--- src/rtl/instr_fetch_unit_if.sv ---
// Fetch-unit bus bundle: datapath-side fetch handshake plus instruction-memory
// request/response signals. The master modport is the fetch unit's view.
interface instr_fetch_unit_if #(
   parameter int XLEN = 32
);
   logic [XLEN-1:0] pc;
   logic            pc_valid;
   logic            flush;
   logic            instr_ready;
   logic [XLEN-1:0] instruction;
   logic            instr_valid;
   logic            fetch_fault;
   logic            misaligned;
   logic            mem_req;
   logic [XLEN-1:0] mem_addr;
   logic            mem_ready;
   logic [XLEN-1:0] mem_rdata;
   logic            mem_rvalid;

   modport master (
      input  pc, pc_valid, flush, instr_ready, mem_ready, mem_rdata, mem_rvalid,
      output instruction, instr_valid, fetch_fault, misaligned, mem_req, mem_addr
   );

   modport slave (
      output pc, pc_valid, flush, instr_ready, mem_ready, mem_rdata, mem_rvalid,
      input  instruction, instr_valid, fetch_fault, misaligned, mem_req, mem_addr
   );
endinterface

--- src/rtl/instr_fetch_unit.sv ---
// Instruction fetch unit: one outstanding memory read with timeout, flush and drain of
// owed responses. Define MISALIGN_TRAP_EN to trap misaligned PCs instead of masking them.
module instr_fetch_unit #(
   parameter int              XLEN           = 32,
   parameter int              TIMEOUT_CYCLES = 16,
   parameter logic [XLEN-1:0] NOP_WORD       = XLEN'(32'h0000_0013)
) (
   input  logic                clk,
   input  logic                reset,
   instr_fetch_unit_if.master  io_bus
);

   localparam int            TW         = $clog2(TIMEOUT_CYCLES);
   localparam logic [TW-1:0] TIMER_LAST = TW'(TIMEOUT_CYCLES - 1);
`ifdef MISALIGN_TRAP_EN
   localparam bit TRAP_EN = 1'b1;
`else
   localparam bit TRAP_EN = 1'b0;
`endif

   typedef enum logic [2:0] {S_IDLE, S_REQ, S_WAIT, S_HOLD, S_DRAIN} state_t;

   state_t          r_state,    w_state_next;
   logic [XLEN-1:0] r_addr,     w_addr_next;
   logic [XLEN-1:0] r_instr,    w_instr_next;
   logic            r_valid,    w_valid_next;
   logic            r_fault,    w_fault_next;
   logic            r_misal,    w_misal_next;
   logic            r_mem_req,  w_mem_req_next;
   logic [XLEN-1:0] r_mem_addr, w_mem_addr_next;
   logic [TW-1:0]   r_timer,    w_timer_next;
   logic            r_pend,     w_pend_next;
   logic            w_launch;
   logic [XLEN-1:0] w_launch_addr;
   logic            w_handshake;

   always_ff @(posedge clk or negedge reset) begin
      if (!reset) begin
         r_state    <= S_IDLE;
         r_addr     <= '0;
         r_instr    <= NOP_WORD;
         r_valid    <= 1'b0;
         r_fault    <= 1'b0;
         r_misal    <= 1'b0;
         r_mem_req  <= 1'b0;
         r_mem_addr <= '0;
         r_timer    <= '0;
         r_pend     <= 1'b0;
      end else begin
         r_state    <= w_state_next;
         r_addr     <= w_addr_next;
         r_instr    <= w_instr_next;
         r_valid    <= w_valid_next;
         r_fault    <= w_fault_next;
         r_misal    <= w_misal_next;
         r_mem_req  <= w_mem_req_next;
         r_mem_addr <= w_mem_addr_next;
         r_timer    <= w_timer_next;
         r_pend     <= w_pend_next;
      end
   end

   always_comb begin
      w_state_next    = r_state;
      w_addr_next     = r_addr;
      w_instr_next    = r_instr;
      w_valid_next    = r_valid;
      w_fault_next    = r_fault;
      w_misal_next    = r_misal;
      w_mem_req_next  = r_mem_req;
      w_mem_addr_next = r_mem_addr;
      w_timer_next    = r_timer;
      w_pend_next     = r_pend;
      w_launch        = 1'b0;
      w_launch_addr   = r_addr;
      w_handshake     = r_valid & io_bus.instr_ready;

      case (r_state)
         S_IDLE: begin
            if (!io_bus.flush && io_bus.pc_valid) begin
               w_launch      = 1'b1;
               w_launch_addr = io_bus.pc;
            end
         end
         S_REQ: begin
            // A request accepted in the flush cycle still owes a response, so drain it.
            if (io_bus.mem_ready) begin
               w_mem_req_next = 1'b0;
               w_timer_next   = '0;
               w_state_next   = io_bus.flush ? S_DRAIN : S_WAIT;
            end else if (io_bus.flush) begin
               w_mem_req_next = 1'b0;
               w_state_next   = S_IDLE;
            end
         end
         S_WAIT: begin
            if (io_bus.flush) begin
               w_valid_next = 1'b0;
               w_fault_next = 1'b0;
               w_misal_next = 1'b0;
               w_state_next = io_bus.mem_rvalid ? S_IDLE : S_DRAIN;
            end else if (io_bus.mem_rvalid) begin
               w_instr_next = io_bus.mem_rdata;
               w_valid_next = 1'b1;
               w_fault_next = 1'b0;
               w_state_next = S_HOLD;
            end else if (r_timer == TIMER_LAST) begin
               w_instr_next = NOP_WORD;
               w_valid_next = 1'b1;
               w_fault_next = 1'b1;
               w_state_next = S_DRAIN;
            end else begin
               w_timer_next = r_timer + 1'b1;
            end
         end
         S_HOLD: begin
            if (io_bus.flush || w_handshake) begin
               w_valid_next = 1'b0;
               w_fault_next = 1'b0;
               w_misal_next = 1'b0;
               w_state_next = S_IDLE;
               if (!io_bus.flush && io_bus.pc_valid) begin
                  w_launch      = 1'b1;
                  w_launch_addr = io_bus.pc;
               end
            end
         end
         S_DRAIN: begin
            // The fault word may still be held here while the late response is owed.
            if (io_bus.flush) begin
               w_valid_next = 1'b0;
               w_fault_next = 1'b0;
               w_misal_next = 1'b0;
               w_pend_next  = 1'b0;
               if (io_bus.mem_rvalid) w_state_next = S_IDLE;
            end else begin
               if (w_handshake) begin
                  w_valid_next = 1'b0;
                  w_fault_next = 1'b0;
                  w_misal_next = 1'b0;
               end
               if (io_bus.pc_valid && !r_pend && (!r_valid || io_bus.instr_ready)) begin
                  w_pend_next = 1'b1;
                  w_addr_next = io_bus.pc;
               end
               if (io_bus.mem_rvalid) begin
                  if (w_valid_next) begin
                     w_state_next = S_HOLD;
                  end else if (w_pend_next) begin
                     w_launch      = 1'b1;
                     w_launch_addr = w_addr_next;
                  end else begin
                     w_state_next = S_IDLE;
                  end
               end
            end
         end
         default: w_state_next = S_IDLE;
      endcase

      if (w_launch) begin
         w_addr_next = w_launch_addr;
         if (TRAP_EN && (w_launch_addr[1:0] != 2'b00)) begin
            w_instr_next = NOP_WORD;
            w_valid_next = 1'b1;
            w_fault_next = 1'b0;
            w_misal_next = 1'b1;
            w_state_next = S_HOLD;
         end else begin
            w_mem_req_next  = 1'b1;
            w_mem_addr_next = {w_launch_addr[XLEN-1:2], 2'b00};
            w_state_next    = S_REQ;
         end
      end
      if (w_state_next != S_DRAIN) w_pend_next = 1'b0;
   end

   assign io_bus.instruction = r_instr;
   assign io_bus.instr_valid = r_valid;
   assign io_bus.fetch_fault = r_fault;
   assign io_bus.misaligned  = r_misal;
   assign io_bus.mem_req     = r_mem_req;
   assign io_bus.mem_addr    = r_mem_addr;

endmodule
--- src/flat_wrapper.sv ---
// flat-port wrapper written by rule: the top's interface ports become plain ports
module instr_fetch_unit_flat 
#(
   parameter int              XLEN           = 32,
   parameter int              TIMEOUT_CYCLES = 16,
   parameter logic [XLEN-1:0] NOP_WORD       = XLEN'(32'h0000_0013)
)
  (clk, reset, io_bus_pc, io_bus_pc_valid, io_bus_flush, io_bus_instr_ready, io_bus_mem_ready, io_bus_mem_rdata, io_bus_mem_rvalid, io_bus_instruction, io_bus_instr_valid, io_bus_fetch_fault, io_bus_misaligned, io_bus_mem_req, io_bus_mem_addr);
  instr_fetch_unit_if #(.XLEN(XLEN)) io_bus_i ();
  input  logic clk;
  input  logic reset;
  input wire logic [$bits(io_bus_i.pc)-1:0] io_bus_pc;
  input wire logic [$bits(io_bus_i.pc_valid)-1:0] io_bus_pc_valid;
  input wire logic [$bits(io_bus_i.flush)-1:0] io_bus_flush;
  input wire logic [$bits(io_bus_i.instr_ready)-1:0] io_bus_instr_ready;
  input wire logic [$bits(io_bus_i.mem_ready)-1:0] io_bus_mem_ready;
  input wire logic [$bits(io_bus_i.mem_rdata)-1:0] io_bus_mem_rdata;
  input wire logic [$bits(io_bus_i.mem_rvalid)-1:0] io_bus_mem_rvalid;
  output wire logic [$bits(io_bus_i.instruction)-1:0] io_bus_instruction;
  output wire logic [$bits(io_bus_i.instr_valid)-1:0] io_bus_instr_valid;
  output wire logic [$bits(io_bus_i.fetch_fault)-1:0] io_bus_fetch_fault;
  output wire logic [$bits(io_bus_i.misaligned)-1:0] io_bus_misaligned;
  output wire logic [$bits(io_bus_i.mem_req)-1:0] io_bus_mem_req;
  output wire logic [$bits(io_bus_i.mem_addr)-1:0] io_bus_mem_addr;
  assign io_bus_i.pc = io_bus_pc;
  assign io_bus_i.pc_valid = io_bus_pc_valid;
  assign io_bus_i.flush = io_bus_flush;
  assign io_bus_i.instr_ready = io_bus_instr_ready;
  assign io_bus_i.mem_ready = io_bus_mem_ready;
  assign io_bus_i.mem_rdata = io_bus_mem_rdata;
  assign io_bus_i.mem_rvalid = io_bus_mem_rvalid;
  assign io_bus_instruction = io_bus_i.instruction;
  assign io_bus_instr_valid = io_bus_i.instr_valid;
  assign io_bus_fetch_fault = io_bus_i.fetch_fault;
  assign io_bus_misaligned = io_bus_i.misaligned;
  assign io_bus_mem_req = io_bus_i.mem_req;
  assign io_bus_mem_addr = io_bus_i.mem_addr;
  instr_fetch_unit #(.XLEN(XLEN), .TIMEOUT_CYCLES(TIMEOUT_CYCLES), .NOP_WORD(NOP_WORD)) u_core (.clk(clk), .reset(reset), .io_bus(io_bus_i));
endmodule
--- config.mk ---
export PLATFORM = sky130hd
export DESIGN_NAME = instr_fetch_unit_flat
export DESIGN_NICKNAME = d
export VERILOG_FILES = /design/src/rtl/instr_fetch_unit_if.sv /design/src/rtl/instr_fetch_unit.sv /design/src/flat_wrapper.sv
export SDC_FILE = /design/constraint.sdc
export NUM_CORES = 1
export LEC_CHECK = 0
export ABC_AREA = 1
export CELL_PAD_IN_SITES_DETAIL_PLACEMENT = 2
export CELL_PAD_IN_SITES_GLOBAL_PLACEMENT = 2
export CORE_UTILIZATION = 30
export DETAILED_ROUTE_END_ITERATION = 8
export PLACE_DENSITY = 0.89
export SLEW_MARGIN = 40
export SYNTH_ARGS = -nofsm -noshare
export SYNTH_HDL_FRONTEND = slang
export SYNTH_SLANG_ARGS = --single-unit
--- constraint.sdc ---
create_clock -name clk -period 2.7 [get_ports clk]
set_clock_uncertainty 0.05 [all_clocks]
set_input_delay 0.81 -clock clk [delete_from_list [all_inputs] [get_ports clk]]
set_output_delay 0.81 -clock clk [all_outputs]
set_load 0.1 [all_outputs]
==> results of run 1 <==
==> final cells by class <==
class / instances / share of cell area
clock buffers: 9 / 0.0278
clock inverters: 7 / 0.00957
inverters: 48 / 0.0225
multi-input cells: 655 / 0.373
flip-flops and latches: 103 / 0.318
well taps: 265 / 0.0409
repair buffers: 182 / 0.208
==> metrics by stage <==
stage               cell area [um^2]  utilization  power, uW  TNS, ns
floorplan                       6020            -       8420        0
global placement                7800        0.400      10300        0
detailed placement              7800        0.400      10700   -0.679
CTS                             8110        0.415      12200        0
global route                    8110        0.415      12800        0
finish                          8110        0.415      12200        0
==> worst max-delay path, cell delays in order <==
cell             delay, ns
clkdlybuf4s50_1       0.42
inv_1                 0.12
nand2_1               0.12
nand2_1               0.22
nand2_1               0.10
nand3_1               0.12
nand2_2               0.14
inv_4                 0.15
buf_4                 0.25
o21ai_0               0.13
a21oi_1               0.22
==> power by group <==
part | internal, uW | switching [uW]
registers | 2280 | 633
logic | 1960 | 5950
clock network | 658 | 707
==> cell usage after synthesis (all sizes together) <==
library cell  number
o211ai             3
o22a               3
nor3               1
conb               1
ha                 1
xor2               1
xnor2              1
nor2              69
nand4              3
a22o              30
inv               47
o21ai             30
o21a               1
or2                6
clkinv             1
a31oi              2
nand2            322
buf               29
and2               1
dfrtp            100
a21o               1
a21oi             48
nand3            124
dfstp              3
nand3b             3
clkbuf            17
o31ai              2
==> flip-flops by register name, indices dropped and copies added, names as in the netlist <==
name                       cells
u_core.io_bus.instr_valid      1
u_core.r_pend                  1
u_core.r_timer                 4
u_core.io_bus.mem_req          1
u_core.r_addr                 30
u_core.io_bus.instruction     32
u_core.io_bus.fetch_fault      1
u_core.io_bus.mem_addr        30
u_core.r_state                 3
==> per-layer routing <==
metal  vias up  part of all wire
met5         -                 0
met4         0             0.035
met3        80             0.037
met2       204              0.52
met1      3481              0.41
li1       3070                 -
==> kinds of logic after synthesis <==
family,count (synthesis)
AOI/OAI and AO/OA,120
xor gates and xnor gates,2
adders and majority gates,1
buffers and inverters,94
DFF,103
other,1
and+or+nand+nor,529
==> how the worst max path moves through the flow <==
stage / from / end / slack [ns]
after global placement: io_bus_pc_valid / u_core.r_addr[6] / 0.02
after CTS: io_bus_instr_ready / u_core.r_addr[5] / 0.12
after floorplan: u_core.io_bus.instr_valid / u_core.io_bus.fetch_fault / 0.43
after global routing: io_bus_instr_ready / u_core.r_addr[5] / 0.04
final: io_bus_instr_ready / u_core.r_addr[5] / 0.10
after detailed placement: io_bus_flush / u_core.r_addr[6] / -0.09
==> flow_metrics.py, run 1 <==
metrics = {
    "cts": {
        "cts_root_buf": "clkbuf_16",
        "cts.sinks": 103,
        "cts_resized": 0,
        "clk_latency_ns": 0.36,
        "hold_buffers": 0,
        "clk_pin_slew_worst_paths_ns": 0.09,
        "htree_levels": 3,
        "cts_tree": "done",
        "clk_path_buf_depth": 2,
        "cts_buffers": 9,
        "post_cts_buffers": 0,
    },
    "finish": {
        "mostFrequentLayoutCells": "315 x nand2_1, 124 x nand3_1, 103 x buf_4",
        "num-fill-cells": 2290,
        "diodes": 0,
        "drive_gt1_frac": 0.158,
        "fin_nets": 1071,
        "finalNonFillerCells": 1269,
        "layout_commonest_cell": "nand2_1",
        "regArea_um2": 2580,
        "areaGrowthSynthToFinish_pct": 34.9,
        "multi_input_area_um2": 3030,
    },
    "place": {
        "place.gp.congestion": 0.825,
        "io_buffers": 133,
        "pre_cts_ws_ns": -0.0931,
        "hpwlAfterDp_mm": 18.8,
        "dp_cells": 1253,
    },
    "drt": {
        "drtPass1Iterations": 5,
        "routed_via_density": 5.39,
        "ant_nets": 0,
        "drc": 0,
        "vias": 6835,
        "drtIter0Drc": 311,
        "routedWlPerCell_um": 22.0,
        "wl_mm": 27.9,
    },
    "power": {
        "power.density_nw_per_um2": 1500,
        "power_leakage_uw": 0.00414,
        "peakVddDrop_uv": 921,
    },
    "worst_setup_path": {
        "rr_worst_depth": 9,
        "cp.arrival_ns": 2.82,
        "path_max_fanout": 16,
        "critPathKind": "input port to flip-flop",
        "start_kind": "input port",
        "r2r_slack_ns": 0.23,
        "critPathCaptureType": "flip-flop",
        "r2r-end": "u_core.r_pend",
        "r2r-start": "u_core.r_state[0]",
        "critPathRequiredTime_ns": 2.92,
    },
    "floorplan": {
        "chipWidth_um": 144,
        "rows": 51,
        "dieArea_um2": 20600,
        "start_util": 0.308,
        "core-area_um2": 19500,
        "io_pins": 139,
        "die_h_um": 144,
    },
    "synthesis": {
        "synth-simple-area-share": 0.372,
        "yosys.area.top_type": "dfrtp_1",
        "synth_fa_ha_area_frac": 0.00208,
        "syn_area_um2": 6010,
        "synth_top_area_frac": 0.416,
        "ys_types": 38,
        "synth_seq_cells": 103,
        "synth-compound-area-share": 0.124,
        "netlist_top_cells_area": "dfrtp_1 42%, nand2_1 20%, nand3_1 10%, a22o_1 4.4%, nor2_1 4.1%",
        "synthMuxAreaShare": 0,
        "synth_top_family_by_area": "simple AND/OR/NAND/NOR gates",
        "yosysWarnings": 0,
        "synth.avg_cell_area_um2": 7.07,
        "syn_inst": 850,
        "synth_xor_area_frac": 0.00291,
        "synth_seq_area_share": 0.430,
    },
    "sta": {
        "period_share": 0.961,
        "clock.fmax_mhz": 385,
        "period_needed_ns": 2.60,
        "slew_viol_final": 0,
        "setup_viol": 0,
        "hold_viol_final": 0,
        "rsz0062_at_grt": "no",
        "setup_ws_ns": 0.105,
        "hold_slack_ns": 0.291,
    },
    "global_route": {
        "grt_start_max_net_pins": 60,
        "use_met1": 0.321,
        "grt_pass1_vias": 7923,
        "grt-busiest-layer": "met2",
        "gr-usage-met2": 0.520,
        "grt.total_usage": 0.284,
        "use_met3": 0.0393,
        "grt_pass1_wl_mm": 44.0,
        "overflow": 0,
        "antenna_found_initial": 0,
    },
    "min_path": {
        "hold_path.class": "input port to async pin",
    },
    "outcome": {
        "status": "completed",
    },
    "flow_run": {
        "cap_violations": 0,
    },
}
(Power assumes the default switching activity.)
==> inputs of run 2 (changes only) <==
--- a/config.mk
+++ b/config.mk
@@ -10,6 +10,7 @@
 export CELL_PAD_IN_SITES_GLOBAL_PLACEMENT = 2
 export CORE_UTILIZATION = 30
 export DETAILED_ROUTE_END_ITERATION = 8
+export MAX_ROUTING_LAYER = met4
 export PLACE_DENSITY = 0.89
 export SLEW_MARGIN = 40
 export SYNTH_ARGS = -nofsm -noshare
==> run 2 against run 1 <==
  * Combinational power about the same
  * Setup slack got worse by 0.0035 ns
  * Non-clock buffer count stayed put
  * Maximum frequency is 0.13% lower
  * Core utilization unchanged
  * Clock power about the same
  * Cell count unchanged
  * Die area unchanged
  * Count of clock-buffer cells in the layout stayed put
  * Final area did not move
  * Power barely moved
  * Global-route usage increased by 0.86 points
  * Largest cell class unchanged
  * Largest power group unchanged
==> flow_metrics.py, run 2 (synthesized netlist as in run 1, its figures left out) <==
metrics = {
    "worst_setup_path": {
        "slowest_delay_ns": 0.42,
        "critPathRequiredTime_ns": 2.92,
        "cp.arrival_ns": 2.82,
        "cpMaxStageDelayCell": "clkdlybuf4s50_1",
        "start_kind": "input port",
        "critPathKind": "input port to flip-flop",
        "path_common_cell": "nand2_1",
        "rr_worst_depth": 9,
        "path_max_fanout": 16,
        "critPathCaptureType": "flip-flop",
        "crit_path_cell_trace": "clkdlybuf4s50_1 > inv_1 > nand2_1 > nand2_1 > nand2_1 > nand3_1 > nand2_2 > inv_4 > buf_4 > o21ai_0 > a21oi_1",
    },
    "finish": {
        "drive_gt1_frac": 0.158,
        "multi_input_area_um2": 3030,
        "num-fill-cells": 2290,
        "postLayoutCoreUtil": 0.415,
        "diodes": 0,
        "regArea_um2": 2580,
        "areaGrowthSynthToFinish_pct": 34.9,
        "mostFrequentLayoutCells": "315 x nand2_1, 124 x nand3_1, 103 x buf_4",
        "finalNonFillerCells": 1269,
        "fin_nets": 1071,
        "largest_register_ffs": 32,
        "layout_commonest_cell": "nand2_1",
        "finalInstanceArea_um2": 8110,
    },
    "sta": {
        "clock.fmax_mhz": 385,
        "setup_viol": 0,
        "period_share": 0.962,
        "setup_ws_ns": 0.101,
        "slew_viol_final": 0,
        "hold_viol_final": 0,
        "rsz0062_at_grt": "no",
        "setup-tns-final_ns": 0,
        "period_needed_ns": 2.60,
    },
    "drt": {
        "drc": 0,
        "routed_via_density": 5.38,
        "drtIter0Drc": 300,
        "drtPass1Iterations": 5,
        "ant_nets": 0,
        "wl_mm": 27.8,
        "routedWlPerCell_um": 21.9,
        "vias": 6827,
    },
    "min_path": {
        "hold_path.class": "input port to async pin",
    },
    "power": {
        "power.density_nw_per_um2": 1500,
        "peakVddDrop_uv": 919,
        "power_leakage_uw": 0.00414,
    },
    "cts": {
        "cts_root_buf": "clkbuf_16",
        "htree_levels": 3,
        "hold_buffers": 0,
        "cts_resized": 0,
        "cts_buffers": 9,
        "clk_path_buf_depth": 2,
        "clk_pin_slew_worst_paths_ns": 0.08,
        "post_cts_buffers": 0,
        "cts_tree": "done",
        "cts.sinks": 103,
        "clk_latency_ns": 0.37,
    },
    "place": {
        "hpwlAfterDp_mm": 18.8,
        "placed_cell_area_um2": 7800,
        "io_buffers": 133,
        "pre_cts_ws_ns": -0.0931,
        "place.gp.congestion": 0.838,
        "dp_cells": 1253,
    },
    "floorplan": {
        "die_h_um": 144,
        "io_pins": 139,
        "dieArea_um2": 20600,
        "chipWidth_um": 144,
        "start_util": 0.308,
        "core-area_um2": 19500,
        "rows": 51,
    },
    "flow_run": {
        "cap_violations": 0,
    },
    "outcome": {
        "status": "completed",
    },
    "global_route": {
        "grt_pass1_wl_mm": 44.0,
        "grt_start_max_net_pins": 60,
        "grt.total_usage": 0.292,
        "grt_pass1_vias": 7927,
        "overflow": 0,
        "antenna_found_initial": 0,
    },
}
-- run 2: path summary, 6_finish.rpt --
kind	start	to	slack, ns
worst max-delay path	io_bus_instr_ready	u_core.r_addr[5]	0.10
worst min-delay path	reset	u_core.io_bus.instruction[13]	0.29
worst max register to register	u_core.r_state[0]	u_core.r_pend	0.25
worst min register to register	u_core.io_bus.mem_addr[23]	u_core.io_bus.mem_addr[23]	0.44
max in group asynchronous	reset	u_core.io_bus.instruction[0]	1.62
min in group clk	u_core.io_bus.mem_addr[23]	u_core.io_bus.mem_addr[23]	0.44
-- run 2: layout make-up --
type                       instances  share of cell area
clock inverter                     7             0.00957
clock buffer                       9              0.0278
multi-input combinational        655               0.373
sequential                       103               0.318
inverter                          48              0.0225
tap                              265              0.0409
timing repair buffer             182               0.208
-- run 2: worst max-delay path: cells and delay by family --
| kind | cells | cell delay [ns] |
|---|---|---|
| AND/OR/NAND/NOR | 5 | 0.70 |
| AO/OA/AOI/OAI | 2 | 0.36 |
| buffers and inverters | 4 | 0.94 |
-- run 2: through the flow --
stage	power [uW]	hold WS [ns]
floorplan	8420	0.428
global placement	10300	0.414
detailed placement	10700	0.417
CTS	12200	0.304
global route	12800	0.317
finish	12200	0.293
-- run 2: per-layer routing --
layer,global-route usage,routed length [um]
met1,0.322,11500
met2,0.519,14500
met3,0.0393,846
met4,0.140,995
met5,-,0
-- run 2: power by group --
| group | internal [uW] | total [uW] | switching, uW |
|---|---|---|---|
| Clock | 658 | 1360 | 706 |
| Sequential | 2280 | 2920 | 635 |
| Combinational | 1960 | 7910 | 5950 |
| Total | 4900 | 12200 | 7290 |
==> inputs of run 3 (changes only) <==
--- a/config.mk
+++ b/config.mk
@@ -8,6 +8,7 @@
 export ABC_AREA = 1
 export CELL_PAD_IN_SITES_DETAIL_PLACEMENT = 2
 export CELL_PAD_IN_SITES_GLOBAL_PLACEMENT = 2
+export CORE_MARGIN = 2
 export CORE_UTILIZATION = 30
 export DETAILED_ROUTE_END_ITERATION = 8
 export MAX_ROUTING_LAYER = met4
==> constraint.sdc (replaced) <==
create_clock -name clk -period 3.1 [get_ports clk]
set_clock_uncertainty 0.05 [all_clocks]
set_input_delay 0.93 -clock clk [delete_from_list [all_inputs] [get_ports clk]]
set_output_delay 0.93 -clock clk [all_outputs]
set_load 0.1 [all_outputs]
==> run 3 against run 2 <==
  * Routed wire length fell by 5.3%
  * Sequential share of layout area increased by 0.79 points
  * Clock power down 8%
  * Core utilization is 1.1 points lower
  * Via count is 3.9% lower
  * Global-route usage down 2.9 points
==> flow_metrics.py, run 3 (synthesized netlist as in run 1, its figures left out) <==
metrics = {
    "outcome": {
        "status": "completed",
    },
    "global_route": {
        "overflow": 0,
        "grt_pass1_vias": 7412,
        "grt_pass1_wl_mm": 42.6,
        "antenna_found_initial": 0,
        "grt.total_usage": 0.263,
        "grt_start_max_net_pins": 48,
    },
    "place": {
        "hpwlAfterDp_mm": 18.7,
        "io_buffers": 133,
        "dp_cells": 1239,
        "placed_cell_area_um2": 7600,
        "place.gp.congestion": 0.818,
    },
    "worst_setup_path": {
        "slowest_delay_ns": 0.50,
        "r2r-start": "u_core.r_state[0]",
        "rr_worst_depth": 8,
        "r2r_slack_ns": 0.67,
        "cpMaxStageDelayCell": "clkdlybuf4s50_1",
        "crit_path_cell_trace": "clkdlybuf4s50_1 > inv_2 > nand2_4 > nand2_4 > nand2_2 > nand2_1 > nand2_2 > buf_4 > nand2_1 > a21oi_1",
        "critPathKind": "input port to flip-flop",
        "cp.arrival_ns": 2.98,
        "startpoint": "io_bus_flush",
        "crit_end": "u_core.r_addr[30]",
        "worst-path-buf-inv": 3,
        "critPathCaptureType": "flip-flop",
        "critPathRequiredTime_ns": 3.32,
        "r2r-end": "u_core.r_addr[30]",
        "path_max_fanout": 31,
        "start_kind": "input port",
        "cp.depth": 10,
        "cp_top_family": "buffers and inverters",
    },
    "drt": {
        "drc": 0,
        "routedWlPerCell_um": 21.0,
        "drtIter0Drc": 333,
        "drtPass1Iterations": 4,
        "ant_nets": 0,
        "routed_via_density": 5.23,
        "vias": 6562,
        "wl_mm": 26.4,
    },
    "power": {
        "peakVddDrop_uv": 531,
        "power_leakage_uw": 0.00405,
        "power.density_nw_per_um2": 1320,
    },
    "finish": {
        "drive_gt1_frac": 0.146,
        "mostFrequentLayoutCells": "315 x nand2_1, 124 x nand3_1, 100 x dfrtp_1",
        "largest_register_ffs": 32,
        "diodes": 0,
        "num-fill-cells": 2359,
        "areaGrowthSynthToFinish_pct": 31.7,
        "finalNonFillerCells": 1255,
        "layout_commonest_cell": "nand2_1",
        "finalInstanceArea_um2": 7910,
        "fin_nets": 1057,
    },
    "sta": {
        "relSlewSlack": 0.607,
        "slew_viol_final": 0,
        "setup_viol": 0,
        "period_share": 0.889,
        "worstMarginPinSlew_ns": 0.590,
        "rsz0062_at_grt": "no",
        "setup-tns-final_ns": 0,
        "hold_viol_final": 0,
        "period_needed_ns": 2.76,
        "clock.fmax_mhz": 363,
    },
    "floorplan": {
        "die_h_um": 146,
        "rows": 51,
        "start_util": 0.307,
        "dieArea_um2": 21200,
        "io_pins": 139,
        "core-area_um2": 19600,
        "chipWidth_um": 146,
    },
    "min_path": {
        "hold_path.class": "flip-flop to flip-flop",
        "min_from": "u_core.io_bus.mem_addr[23]",
    },
    "cts": {
        "cts_buffers": 9,
        "htree_levels": 3,
        "clk_pin_slew_worst_paths_ns": 0.08,
        "cts_root_buf": "clkbuf_16",
        "clk_latency_ns": 0.37,
        "cts.sinks": 103,
        "post_cts_buffers": 0,
        "clk_path_buf_depth": 2,
        "hold_buffers": 0,
        "cts_tree": "done",
        "cts_resized": 0,
    },
    "flow_run": {
        "cap_violations": 0,
    },
}
[run 3: cell types whose count changed in the layout (fill, tap and decap cells not counted)]
cell | previous run | this run
clkinvlp_4 | 1 | 0
inv_8 | 1 | 2
clkinv_4 | 1 | 2
bufinv_16 | 0 | 1
buf_12 | 12 | 4
buf_4 | 103 | 97
clkinv_8 | 2 | 0
[run 3: final cells by class]
class	instances	area (um^2)	area share
clock buffers	9	225	0.0285
clock inverters	7	87.6	0.0111
inverters	48	183	0.0231
multi-input cells	655	3030	0.382
flip-flops and latches	103	2580	0.326
well taps	265	332	0.0419
repair buffers	168	1480	0.187
[run 3: metrics by stage]
step	hold slack [ns]	total power, uW	setup WS, ns	util
6_report	0.434	10500	0.344	0.404
5_1_grt	0.483	11100	0.230	0.404
4_1_cts	0.439	10500	0.332	0.404
3_5_place_dp	0.418	9160	0.0185	0.388
3_3_place_gp	0.413	8830	0.158	0.388
2_1_floorplan	0.428	7330	0.828	-
[run 3: metal layers]
layer	part of all wire	track usage	routed length [um]	vias up
met2	0.52	0.465	13800	141
met4	0.030	0.100	788	0
met1	0.41	0.309	10800	3317
met5	0	-	0	-
met3	0.037	0.0292	985	62
li1	-	-	-	3042
[run 3: worst min path at each step]
stage	endpoint	cells past startpoint
after global routing	u_core.io_bus.mem_addr[23]	2
after floorplan	u_core.r_timer[0]	1
after global placement	u_core.io_bus.mem_addr[17]	2
after CTS	u_core.io_bus.mem_addr[23]	2
after detailed placement	u_core.io_bus.mem_addr[23]	2
final	u_core.io_bus.mem_addr[23]	2
[run 3: report_power, final]
| part | switching (uW) | internal (uW) |
|---|---|---|
| clock network | 603 | 648 |
| logic | 5100 | 1580 |
| registers | 554 | 1990 |
[run 3: tightest hold or removal path, cell delays in order (launching register included)]
cell and delay [ns]:
dfrtp_1 0.35, nand2_1 0.05, nand2_1 0.05
==> RTL edit, RTL diff (settings of run 1) <==
Take the reset off `r_addr` and load it in a clocked block of its own.
--- a/src/rtl/instr_fetch_unit.sv
+++ b/src/rtl/instr_fetch_unit.sv
@@ -39,3 +39,2 @@
          r_state    <= S_IDLE;
-         r_addr     <= '0;
          r_instr    <= NOP_WORD;
@@ -50,3 +49,2 @@
          r_state    <= w_state_next;
-         r_addr     <= w_addr_next;
          r_instr    <= w_instr_next;
@@ -60,2 +58,6 @@
       end
+   end
+
+   always_ff @(posedge clk) begin
+      r_addr <= w_addr_next;
    end
Behaviour: same outputs for any inputs over 4 cycles, from zero or initial values and one cycle with reset low; that may be too few to reach the edited logic, so the function may still have changed.
==> RTL edit against run 1 <==
  * Synthesized area grew 3.0%
  * Critical endpoint is now u_core.r_addr[5]
  * Global-route usage is 2.0 points lower
  * Cell area rose by 1.7%
  * Sequential share of layout area rose by 1.3 points
  * Combinational power shrank 9.1%
  * Count of clock-buffer cells in the layout increased by 4
  * Power down 6.7%
  * Setup slack better by 0.099 ns
  * Wire length decreased by 1.5%
  * Largest cell class unchanged
  * Synthesized cell count up 2.2%
  * Sequential cell count is the same
  * First-iteration DRC count rose by 18%
==> RTL edit: results (changes against run 1) <==
status=finished clean; Setup crit end=u_core.r_addr[5]; CP arrival=2.67 ns (-0.15 ns); top post-synthesis cells by area=dfrtp_1, nand2_1, edfxtp_1, nand3_1, a22o_1; number of global-route vias before repair=7801 (-1.5%); Post-Syn Area per Cell=7.13 um^2 (+0.79%); root cell of the clock tree=clkbuf_16; top cells by count, synth=nand2_1, nand3_1, dfrtp_1; largest net degree at the start of global routing=61 (+1.7%); post-route insts no fill=1282 (+1.0%); CP max-delay cell=buf_6; Hold/Removal Path Class=in -> async; reg2reg end=u_core.io_bus.instruction[2]; CP peak stage delay=0.45 ns (+0.03 ns); layout cells sized above 1=0.148 (-0.0101); HPWL after DPL=18600 um (-1.3%); share of flip-flops with an asynchronous set or reset=0.709 (-0.291); routability cong.=0.779 (-5.6%); vias after detailed routing=6885 (+0.73%); DP Worst Slack=-0.226 ns (-0.133 ns); Layout Nets=1080 (+0.84%); fin crit period=2.50 ns (-0.0988 ns); CP Max Fanout=60 (+44); sequential area share after synthesis=0.441 (+0.0116); R2R Setup Slk=0.48 ns (+0.25 ns); post-synth cell types=30 (-21%); dpl cell area=0.00796 mm^2 (+2.0%); CTS clock-pin slew for the worst setup and hold paths=0.07 ns (-0.02 ns); wire length of the first global-routing pass=43400 um (-1.2%); All-Layer GR Usage=0.263 (-0.0202); Lkg Pwr=4.23 nW (+2.0%); Post-synth EDFFs=30 (+30); WL/cell=21.4 um (-2.5%); Reg-to-Reg Start=u_core.r_state[2]; R2R depth=8 (-1); initial drt markers=368 (+18%); Worst VDD drop=0.476 mV (-48%)
[RTL edit: cell types whose count changed in the layout (fill, tap and decap cells not counted), sizes merged, moves of 14 or more]
cell    change
a21oi      -20
dfrtp      -30
edfxtp     +30
nand2      +14
nand3      +53
o21ai      -18
[RTL edit: where the power goes]
part           internal (W)  total [W]  switching [W]
sequential          0.00236    0.00285       0.000486
clock              0.000701    0.00134       0.000638
combinational       0.00173    0.00719        0.00546
total               0.00479     0.0114        0.00658
[RTL edit: metrics by stage]
step | TNS [ns] | hold WS [ns] | total power, W
2_1_floorplan | 0 | 0.418 | 0.00793
3_3_place_gp | -2.11 | 0.410 | 0.00968
3_5_place_dp | -11.36 | 0.433 | 0.0100
4_1_cts | 0 | 0.316 | 0.0114
5_1_grt | 0 | 0.333 | 0.0119
6_report | 0 | 0.307 | 0.0114
[RTL edit: kinds of logic after synthesis]
group	Yosys count	synth area share
compound gates	77	0.0837
simple gates	584	0.401
xor+xnor	1	0.00141
other cells	1	0.000606
buf+inv	102	0.0703
fa+ha+maj	1	0.00202
flops	103	0.441
[RTL edit: metal layers]
layer	track usage	wire length [um]
met4	0.108	690
met1	0.308	11300
met5	0	0
met3	0.0345	935
met2	0.482	14600
[RTL edit: area by class of cell]
cell class	instances	area, um^2
Clock inverter	2	15.0
Tap cell	270	338
Inverter	46	173
Multi-Input combinational cell	666	3050
Sequential cell	103	2730
Fill cell	2329	12000
Timing Repair Buffer	182	1680
Clock buffer	13	270
